## config.mk

```make
export PLATFORM = sky130hd
export DESIGN_NAME = seg_scan_display
export DESIGN_NICKNAME = d
export VERILOG_FILES = /design/src/rtl/seg_disp_pkg.sv /design/src/rtl/bin2bcd_seq.sv /design/src/rtl/seg_scan_display.sv
export SDC_FILE = /design/constraint.sdc
export NUM_CORES = 1
export LEC_CHECK = 0
export ABC_AREA = 1
export ABC_CLOCK_PERIOD_IN_PS = 2200
export BUFFER_PORTS_ARGS = -buffer_cell sky130_fd_sc_hd__clkbuf_2
export CAP_MARGIN = 20
export CORE_UTILIZATION = 60
export CTS_CLUSTER_DIAMETER = 80
export DETAILED_ROUTE_END_ITERATION = 10
export PLACE_DENSITY = 0.8
export SETUP_SLACK_MARGIN = 0.1
export SYNTH_ARGS = -nofsm -noshare
export SYNTH_HDL_FRONTEND = slang
export SYNTH_HIERARCHICAL = 1
export SYNTH_SLANG_ARGS = --single-unit
```

## constraint.sdc

```tcl
create_clock -name clk -period 2.2 [get_ports clk]
set_clock_uncertainty 0.15 [all_clocks]
set_input_delay 0.11 -clock clk [delete_from_list [all_inputs] [get_ports clk]]
set_output_delay 0.11 -clock clk [all_outputs]
set_load 0.01 [all_outputs]
```

## src/rtl/seg_disp_pkg.sv

```systemverilog
// Shared constants for the multiplexed 7-segment display: glyphs, modes, converter states.
package seg_disp_pkg;

    // Active-low {a,b,c,d,e,f,g}; all segments off.
    localparam logic [6:0] SEG_BLANK = 7'b1111111;

    // Decimal digit glyphs 0-9, active-low {a..g}.
    localparam logic [6:0] DIGIT_GLYPH [10] = '{
        7'b0000001, 7'b1001111, 7'b0010010, 7'b0000110, 7'b1001100,
        7'b0100100, 7'b0100000, 7'b0001111, 7'b0000000, 7'b0000100
    };

    localparam logic [1:0] MODE_NUM   = 2'd0;
    localparam logic [1:0] MODE_MSG   = 2'd1;
    localparam logic [1:0] MODE_ALERT = 2'd2;
    localparam logic [1:0] MODE_OFF   = 2'd3;

    typedef logic [1:0] conv_state_t;
    localparam conv_state_t ST_IDLE   = 2'd0;
    localparam conv_state_t ST_SHIFT  = 2'd1;
    localparam conv_state_t ST_COMMIT = 2'd2;

    // Glyph lookup; non-decimal nibbles show blank.
    function automatic logic [6:0] digit_glyph(input logic [3:0] d);
        if (d < 4'd10) begin
            return DIGIT_GLYPH[d];
        end
        return SEG_BLANK;
    endfunction

    // 10^n, used to derive the clamp limit at elaboration time.
    function automatic logic [63:0] pow10(input int unsigned n);
        logic [63:0] p;
        p = 64'd1;
        for (int unsigned i = 0; i < n; i++) begin
            p = p * 64'd10;
        end
        return p;
    endfunction

endpackage

```

## src/rtl/bin2bcd_seq.sv

```systemverilog
// Sequential double-dabble binary-to-BCD converter with input clamp and committed output.
module bin2bcd_seq
    import seg_disp_pkg::*;
#(
    parameter int unsigned VALUE_W    = 10,
    parameter int unsigned NUM_DIGITS = 4
) (
    input  logic                    clk,
    input  logic                    rst_n,
    input  logic                    start,
    input  logic [VALUE_W-1:0]      value,
    output logic                    busy,
    output logic                    done,
    output logic [4*NUM_DIGITS-1:0] bcd
);

    localparam int unsigned BCD_W = 4 * NUM_DIGITS;
    localparam int unsigned CNT_W = $clog2(VALUE_W + 1);
    localparam logic [63:0] LIMIT   = pow10(NUM_DIGITS);
    localparam logic [63:0] MAX_VAL = LIMIT - 64'd1;

    conv_state_t        state_q;
    logic [VALUE_W-1:0] bin_q;
    logic [BCD_W-1:0]   scratch_q;
    logic [BCD_W-1:0]   bcd_q;
    logic [CNT_W-1:0]   cnt_q;
    logic [BCD_W-1:0]   adj;
    logic [63:0]        value_ext;
    logic [VALUE_W-1:0] clamped;

    // Values that do not fit in NUM_DIGITS decimal digits saturate to all 9s; the
    // truncated MAX_VAL is only selected when it is known to fit in VALUE_W bits.
    assign value_ext = 64'(value);
    assign clamped   = (value_ext >= LIMIT) ? MAX_VAL[VALUE_W-1:0] : value;

    // Add-3 correction on every nibble that will overflow past 9 after the shift.
    always_comb begin
        adj = scratch_q;
        for (int i = 0; i < int'(NUM_DIGITS); i++) begin
            if (scratch_q[4*i +: 4] >= 4'd5) begin
                adj[4*i +: 4] = scratch_q[4*i +: 4] + 4'd3;
            end
        end
    end

    // Converter FSM: capture, VALUE_W shift steps, then a single-cycle commit.
    always_ff @(posedge clk or negedge rst_n) begin
        if (!rst_n) begin
            state_q   <= ST_IDLE;
            bin_q     <= '0;
            scratch_q <= '0;
            bcd_q     <= '0;
            cnt_q     <= '0;
        end else begin
            case (state_q)
                ST_IDLE: begin
                    if (start) begin
                        bin_q     <= clamped;
                        scratch_q <= '0;
                        cnt_q     <= '0;
                        state_q   <= ST_SHIFT;
                    end
                end
                ST_SHIFT: begin
                    scratch_q <= {adj[BCD_W-2:0], bin_q[VALUE_W-1]};
                    bin_q     <= bin_q << 1;
                    cnt_q     <= cnt_q + 1'b1;
                    if (cnt_q == CNT_W'(VALUE_W - 1)) begin
                        state_q <= ST_COMMIT;
                    end
                end
                ST_COMMIT: begin
                    bcd_q   <= scratch_q;
                    state_q <= ST_IDLE;
                end
                default: state_q <= ST_IDLE;
            endcase
        end
    end

    assign busy = (state_q == ST_SHIFT);
    assign done = (state_q == ST_COMMIT);
    assign bcd  = bcd_q;

endmodule

```

## src/rtl/seg_scan_display.sv

```systemverilog
// Multiplexed 7-segment driver: load queueing, digit scan, blink sequencing, mode mux.
module seg_scan_display
    import seg_disp_pkg::*;
#(
    parameter int unsigned NUM_DIGITS  = 4,
    parameter int unsigned VALUE_W     = 10,
    parameter int unsigned REFRESH_DIV = 100000,
    parameter int unsigned BLINK_DIV   = 25000000,
    parameter int unsigned LZ_BLANK    = 1
) (
    input  logic                    clk,
    input  logic                    rst_n,
    input  logic [VALUE_W-1:0]      value,
    input  logic                    value_valid,
    input  logic [1:0]              mode,
    input  logic [7*NUM_DIGITS-1:0] msg,
    output logic                    busy,
    output logic [NUM_DIGITS-1:0]   anode,
    output logic [6:0]              seg
);

    localparam int unsigned IDX_W = (NUM_DIGITS > 1) ? $clog2(NUM_DIGITS) : 1;
    localparam int unsigned REF_W = $clog2(REFRESH_DIV);
    localparam int unsigned BLK_W = $clog2(BLINK_DIV);
    localparam logic [IDX_W-1:0] LAST_IDX = IDX_W'(NUM_DIGITS - 1);

    logic                    conv_busy, conv_done, conv_idle, conv_start;
    logic [VALUE_W-1:0]      conv_value;
    logic [4*NUM_DIGITS-1:0] disp_bcd;
    logic                    pend_q, busy_q;
    logic [VALUE_W-1:0]      pend_val_q;
    logic [REF_W-1:0]        refresh_q;
    logic [IDX_W-1:0]        idx_q;
    logic [BLK_W-1:0]        blink_q;
    logic [1:0]              phase_q, mode_q, phase_eff;
    logic                    mode_changed;
    logic [NUM_DIGITS-1:0]   lz_blank;
    logic                    seen;
    logic [6:0]              num_seg, msg_seg, seg_d, seg_q;
    logic [NUM_DIGITS-1:0]   anode_d, anode_q;

    // A fresh strobe beats a pending value when the converter is free (last wins).
    assign conv_idle  = !(conv_busy || conv_done);
    assign conv_start = conv_idle && (value_valid || pend_q);
    assign conv_value = value_valid ? value : pend_val_q;

    bin2bcd_seq #(
        .VALUE_W   (VALUE_W),
        .NUM_DIGITS(NUM_DIGITS)
    ) u_conv (
        .clk  (clk),
        .rst_n(rst_n),
        .start(conv_start),
        .value(conv_value),
        .busy (conv_busy),
        .done (conv_done),
        .bcd  (disp_bcd)
    );

    // One-deep pending load; busy is registered so it falls only once the display is current.
    always_ff @(posedge clk or negedge rst_n) begin
        if (!rst_n) begin
            pend_q     <= 1'b0;
            pend_val_q <= '0;
            busy_q     <= 1'b0;
        end else begin
            if (value_valid && !conv_idle) begin
                pend_q     <= 1'b1;
                pend_val_q <= value;
            end else if (conv_start) begin
                pend_q <= 1'b0;
            end
            busy_q <= value_valid || !conv_idle || pend_q;
        end
    end

    // Refresh divider and digit index, scanning from the MSD down to digit 0.
    always_ff @(posedge clk or negedge rst_n) begin
        if (!rst_n) begin
            refresh_q <= '0;
            idx_q     <= LAST_IDX;
        end else if (refresh_q == REF_W'(REFRESH_DIV - 1)) begin
            refresh_q <= '0;
            idx_q     <= (idx_q == '0) ? LAST_IDX : idx_q - 1'b1;
        end else begin
            refresh_q <= refresh_q + 1'b1;
        end
    end

    // Blink divider and phase; a mode change restarts the sequence at phase 0.
    always_ff @(posedge clk or negedge rst_n) begin
        if (!rst_n) begin
            mode_q  <= MODE_NUM;
            blink_q <= '0;
            phase_q <= 2'd0;
        end else begin
            mode_q <= mode;
            if (mode_changed) begin
                blink_q <= '0;
                phase_q <= 2'd0;
            end else if (blink_q == BLK_W'(BLINK_DIV - 1)) begin
                blink_q <= '0;
                phase_q <= phase_q + 2'd1;
            end else begin
                blink_q <= blink_q + 1'b1;
            end
        end
    end

    assign mode_changed = (mode != mode_q);

    // Leading-zero mask: digits above the most significant non-zero digit; digit 0 never.
    always_comb begin
        seen     = 1'b0;
        lz_blank = '0;
        for (int i = int'(NUM_DIGITS) - 1; i >= 0; i--) begin
            if (disp_bcd[4*i +: 4] != 4'd0) begin
                seen = 1'b1;
            end
            lz_blank[i] = !seen && (i != 0);
        end
    end

    // Mode mux for the digit currently being lit.
    always_comb begin
        num_seg   = ((LZ_BLANK != 0) && lz_blank[idx_q]) ? SEG_BLANK
                                                         : digit_glyph(disp_bcd[4*idx_q +: 4]);
        msg_seg   = msg[7*idx_q +: 7];
        // The output in the cycle of a mode change already shows phase 0.
        phase_eff = mode_changed ? 2'd0 : phase_q;
        anode_d   = ~(NUM_DIGITS'(1) << idx_q);
        seg_d     = SEG_BLANK;
        case (mode)
            MODE_NUM: seg_d = num_seg;
            MODE_MSG: seg_d = msg_seg;
            MODE_ALERT: begin
                case (phase_eff)
                    2'd0:    seg_d = msg_seg;
                    2'd2:    seg_d = num_seg;
                    default: seg_d = SEG_BLANK;
                endcase
            end
            default: begin
                seg_d   = SEG_BLANK;
                anode_d = '1;
            end
        endcase
    end

    // Anode and segments are registered together so they switch in the same cycle.
    always_ff @(posedge clk or negedge rst_n) begin
        if (!rst_n) begin
            anode_q <= '1;
            seg_q   <= SEG_BLANK;
        end else begin
            anode_q <= anode_d;
            seg_q   <= seg_d;
        end
    end

    assign busy  = busy_q;
    assign anode = anode_q;
    assign seg   = seg_q;

endmodule

```

; ---- After elaboration in Yosys (flattened, before gate mapping)
; Memory sizes are Yosys's and may differ from the RTL's.
; Cells that the tools add are included.
[totals]
latch_bits = 0
n_memories = 1
output_inout_bits = 12
wordCells = 111
mem_bits_rw = 0
regBits = 119
input_bits = 43
rom_bits = 112
[classes]
add_sub_neg = 9
n_eq_ne = 11
bitwise = 2
n_reduce_logical = 23
mux = 38
shift = 3
mul = 1
magnitude_cmp = 8
div = 0
[mem_list]
columns = name, words, width, read_ports, rd_clocked_by_memory_dff, write_ports, line_no
row1 = (no name shown), 16, 7, 1, 0, 0, seg_disp_pkg.sv:26  ; return DIGIT_GLYPH[d];
[op_table]
columns = op, n
row1 = $mux 25, 2
row2 = $mux 7, 5
row3 = $pmux 16 s2, 1
row4 = $mux 10, 3
row5 = $shiftx 28x6->7, 1
row6 = $add 25x1->25 const B, 1
row7 = $eq 25x25->1 const B, 1
row8 = $pmux 7 s3, 1
row9 = $mux 4, 5
row10 = $pmux 10 s2, 1
row11 = $add 17x1->17 const B, 1
row12 = $eq 17x17->1 const B, 1
row13 = $mux 17, 1
row14 = $ge 4x3->1 const B, 4
row15 = $mux 16, 1
row16 = $shiftx 16x5->4, 1
row17 = $ge 10x14->1 const B, 1
row18 = $pmux 7 s2, 1
row19 = $add 4x2->4 const B, 3
row20 = $mux 2, 6
row21 = $reduce_bool 4->1, 3
row22 = $logic_not 2->1, 4
row23 = $pmux 4 s2, 1
row24 = $mux 1, 7
row25 = 26 further kinds, 39

; ---- Depth between registers and ports, before layout
[depth]
word_depth = 10
depth_mapped = 14
depth_no_buf = 12

; ---- Modules after synthesis
; Netlist, hierarchy kept.
[modules_own_cells]
columns = module, cells_per_inst, seq_area_each_um2, instances, area_per_inst_um2
row1 = seg_scan_display, 655, 1793.0, 1, 4505.6
row2 = bin2bcd_seq, 278, 1201.2, 1, 2307.2

; ---- Worst setup path after synthesis
; OpenSTA, ideal clock, no wires.
[synth_timing]
kind = reg2reg
from = register idx_q[1]
to = register seg_q[3] (netlist: seg[3])
arrival_time_ns = 1.639
path_slack_ns = 0.351
path_buffers = 2
period_less_slack_ns = 1.849
setup_ns = 0.060
required_ns = 1.990
path_stages_with_launch = 12
cell_sequence = dfstp_2 buf_6 inv_2 buf_4 nand3_1 nand2_1 ha_1 nand2_1 nand3_1 nand2_1 nand2_1 nand2_1
[synth_via]
elab_chain_cells = 10
elab_cells_between_ends = 16
classes_between = 1 x mul / 1 x order compare / 2 x shift / 10 x mux / 1 x bitwise / 1 x memory
[synth_rtl]
columns = element, line_no
row1 = from (decl), seg_scan_display.sv:33  ; logic [IDX_W-1:0] idx_q;
row2 = from (signal assigned), seg_scan_display.sv:84  ; idx_q <= (idx_q == '0) ? LAST_IDX : idx_q - 1'b1;
row3 = $shiftx 16x5->4, seg_scan_display.sv:127  ; : digit_glyph(disp_bcd[4*idx_q +: 4]);
row4 = $not 4->5 (implied by the code), seg_disp_pkg.sv:26
row5 = $mem_v2 16x7, --
row6 = $mux 7 (implied by the code) (2 in series), seg_disp_pkg.sv:26
row7 = $mux 7, seg_disp_pkg.sv:25  ; if (d < 4'd10) begin
row8 = $mux 7, seg_disp_pkg.sv:28  ; return SEG_BLANK;
row9 = $mux 7, seg_scan_display.sv:126  ; num_seg = ((LZ_BLANK != 0) && lz_blank[idx_q]) ? SEG_BLANK
row10 = $pmux 7 s2, seg_scan_display.sv:137  ; case (phase_eff)
row11 = $pmux 7 s3 *, seg_scan_display.sv:133  ; case (mode)
row12 = net seg_d[3], seg_scan_display.sv:39  ; logic [6:0] num_seg, msg_seg, seg_d, seg_q;
row13 = to (signal assigned), seg_scan_display.sv:157  ; seg_q <= seg_d;
row14 = to (decl), seg_scan_display.sv:39
; Mark *: on every way through the listed nets, which the timed path passes. The rest lies on a longest branch. The select of a mux whose other input is x is not followed.
; A chain may end at the register's enable or synchronous reset.

; ---- Worst setup path in the final report
[layout_timing]
from = register idx_q[0]
to = register seg_q[3] (netlist: seg[3])
; Same word-level chain as after synthesis.

==> metrics.yaml <==
setup_path:
  arrival_ps: 2160
  worstPathRequired_ps: 2410
  path_class: "flip-flop to flip-flop"
  cp_max_fo: 8
  r2r_slack_ps: 250
  end_kind: "flip-flop"
  startpoint_type: "flip-flop"
sta:
  relSlewSlack_pct: 57.2
  rsz0062_at_grt: "false"
  fmax_mhz: 512
  period_minus_slack_ps: 1950
  setup_violations: 0
  period_share_pct: 88.8
  tns_ps: 0
  worst_pin_slew_ps: 642
  hold_violations: 0
  finalMaxSlewViolations: 0
placement:
  place_congestion: 0.905
  portBuffers: 54
  dp_hpwl_mm: 9.82
floorplanning:
  dieArea_mm2: 0.0118
  die_h_um: 109
  core_mm2: 0.0109
  rows: 38
  die-width_um: 109
  start_util_pct: 62.3
  ioPinCount: 55
clock_tree:
  clock_sinks: 119
  cts_root_buffer: "clkbuf_16"
  clk_pin_slew_ps: 50
  cts_max_path_buffers: 2
  htreeDepth: 4
  cts_tree: "yes"
  numCtsBuffers: 17
  clock_latency_ps: 420
cells_and_area:
  layout-drive-gt1-share_pct: 15.0
  antenna_cells: 0
  fillers: 858
  num-nets-final: 1086
  fin_util_pct: 73.6
  area_delta_synth_final_pct: 18.1
outcome:
  outcome: "finished, final reports clean"
logic_synthesis:
  ys_ff_latch: 119
  ys_seq_area_share_pct: 43.9
  netlist_instances: 933
  synth_area_mm2: 0.00681
  yosys_warnings: 6
  synth.distinct_cells: 35
  syn_area_per_cell_um2: 7.30
  syn-num-nets: 997
drt:
  drc_errors: 0
  firstDrtPassIters: 7
  dr.first_iter.drc_count: 466
  wl_per_cell_um: 12.9
  routed_wl_mm: 15.1
  drt.antenna.violating_nets: 0
  num_vias: 6138
  vias_per_cell: 5.23
pwr:
  swShare_pct: 34.3
  powerDensity_mw_per_mm2: 1010
  total_power_uw: 8120
  combPwrFrac_pct: 28.3
  p_int_uw: 5340
  clkPwrFrac_pct: 33.5
  peakVddDrop_uv: 882
  power_switching_uw: 2780
  seq_power_share_pct: 38.2
  p_leak_uw: 0.00409
global_route:
  antenna_found_initial: 0
  grt_overflow_total: 0
  first_global_vias: 5719
  grt_pass1_wl_mm: 25.0
  gr-usage-all-layers_pct: 27.5
  grt_max_degree: 120
run:
  drv_cap: 0
worst_hold_path:
  hold_class: "primary input to flip-flop"
## cells in the final DEF (no fill, tap or decap), drive strengths merged
cell type and count:
nand2 316, inv 116, nor2 115, dfrtp 106, nand3 84, clkbuf 76, o21ai 56, buf 22
ha 21, a21oi 20, dlygate4sd3 18, nor3 17, nand4 15, xor2 15, dfstp 13, o211ai 6
clkinv 6, o22ai 2, xnor2 2, bufinv 2, and3 1, a211oi 1, nor3b 1, nor4 1
clkinvlp 1, o21a 1
## Yosys cell counts
cell | number | area, µm²
o22ai_1 | 2 | 12.5
dfrtp_1 | 106 | 2650
o21ai_0 | 32 | 160
and3_1 | 1 | 6.26
a21oi_1 | 20 | 100
nand3_2 | 2 | 20.0
xor2_1 | 15 | 131
nor2_2 | 2 | 12.5
nand3_1 | 82 | 410
nor3_1 | 17 | 85.1
inv_2 | 10 | 37.5
inv_1 | 104 | 390
xnor2_1 | 2 | 17.5
o21a_1 | 1 | 7.51
inv_4 | 2 | 12.5
buf_6 | 8 | 90.1
buf_1 | 2 | 7.51
nor2_1 | 111 | 417
o211ai_2 | 5 | 62.6
buf_4 | 4 | 30.0
nand2_2 | 8 | 50.1
nand2_4 | 3 | 33.8
buf_2 | 8 | 40.0
o21ai_1 | 23 | 115
nand2_1 | 305 | 1140
nand4_1 | 15 | 93.8
dfstp_2 | 13 | 342
o211ai_1 | 1 | 7.51
clkbuf_1 | 2 | 7.51
a211oi_1 | 1 | 7.51
o21ai_2 | 1 | 8.76
nor3b_1 | 1 | 7.51
nor2_4 | 2 | 22.5
nor4_1 | 1 | 6.26
ha_1 | 21 | 263
## cells by family after synthesis
kind of cell             share of synthesized area, %
AND/OR/NAND/NOR                                  33.9
flip-flops                                       43.9
XOR/XNOR                                         2.19
buffers and inverters                            9.04
adder cells (fa/ha/maj)                          3.86
AO/OA/AOI/OAI                                    7.07
## layout make-up
type / instances / area [µm²] / area share (%)
clock inverter: 8 / 96.3 / 1.20
tap: 140 / 175 / 2.18
timing repair buffer: 93 / 627 / 7.79
multi-input combinational: 674 / 3210 / 39.8
sequential: 119 / 3000 / 37.2
inverter: 116 / 450 / 5.60
clock buffer: 23 / 488 / 6.06
timing repair inverter: 1 / 8.76 / 0.109
## timing repair
item,in CTS,in global routing
resized for setup,0,6
setup endpoints to repair,0,10
setup buffers,0,11
hold buffers,19,0
hold endpoints to repair,135,0
## through the flow
| stage | instances | setup WS, ps | hold WS, ps | instance area, µm² |
|---|---|---|---|---|
| finish | 1174 | 247 | 14.6 | 8050 |
| global route | 1174 | 74.8 | 58.4 | 8050 |
| CTS | 1163 | 174 | 0.220 | 7950 |
| detailed placement | 1113 | 297 | 101 | 7170 |
| global placement | 1113 | 352 | 98.3 | 7170 |
| floorplan | 933 | 351 | -336 | 6810 |
## worst paths after layout
| check | startpoint | to | cells past startpoint |
|---|---|---|---|
| max in group asynchronous | rst_n | u_conv/scratch_q[13] | 3 |
| setup / recovery | idx_q[0] | seg[3] | 10 |
| setup reg to reg | idx_q[0] | seg[3] | 10 |
| hold / removal | msg[13] | seg[6] | 7 |
| min in group asynchronous | rst_n | blink_q[19] | 3 |
| hold reg to reg | refresh_q[0] | refresh_q[0] | 1 |
## per-layer routing
metal / GRT usage (%) / vias up / share of wire, %
li1: - / 3121 / -
met1: 35.1 / 2823 / 46
met2: 45.1 / 168 / 48
met3: 6.39 / 26 / 4.5
met4: 11.0 / 0 / 1.5
met5: 0 / - / 0
## power groups by stage
stage          sequential (µW)  clock [µW]  combinational [µW]
5_1_grt                   3160        2850                2690
3_5_place_dp              3110           0                2250
2_1_floorplan             3040           0                1820
4_1_cts                   3090        2750                2300
3_3_place_gp              3110           0                2180
6_report                  3100        2720                2290
## sequential cells by signal, summed over array words and instances, names as in the netlist, 4 cells and up
signal / cells
anode: 4
blink_q: 25
pend_val_q: 10
refresh_q: 17
seg: 7
u_conv/bcd: 16
u_conv/bin_q: 10
u_conv/cnt_q: 4
u_conv/scratch_q: 16
## worst max-delay path, cell delays in order (launching register included)
cell	delay, ps
dfstp_2	640
buf_6	160
nand2_1	70
nand3_1	100
nand2_1	140
ha_1	310
nand2_1	80
nand3_1	70
nand2_1	80
nand2_1	40
nand2_1	60
No activity file was read; power rests on OpenSTA's default activity.
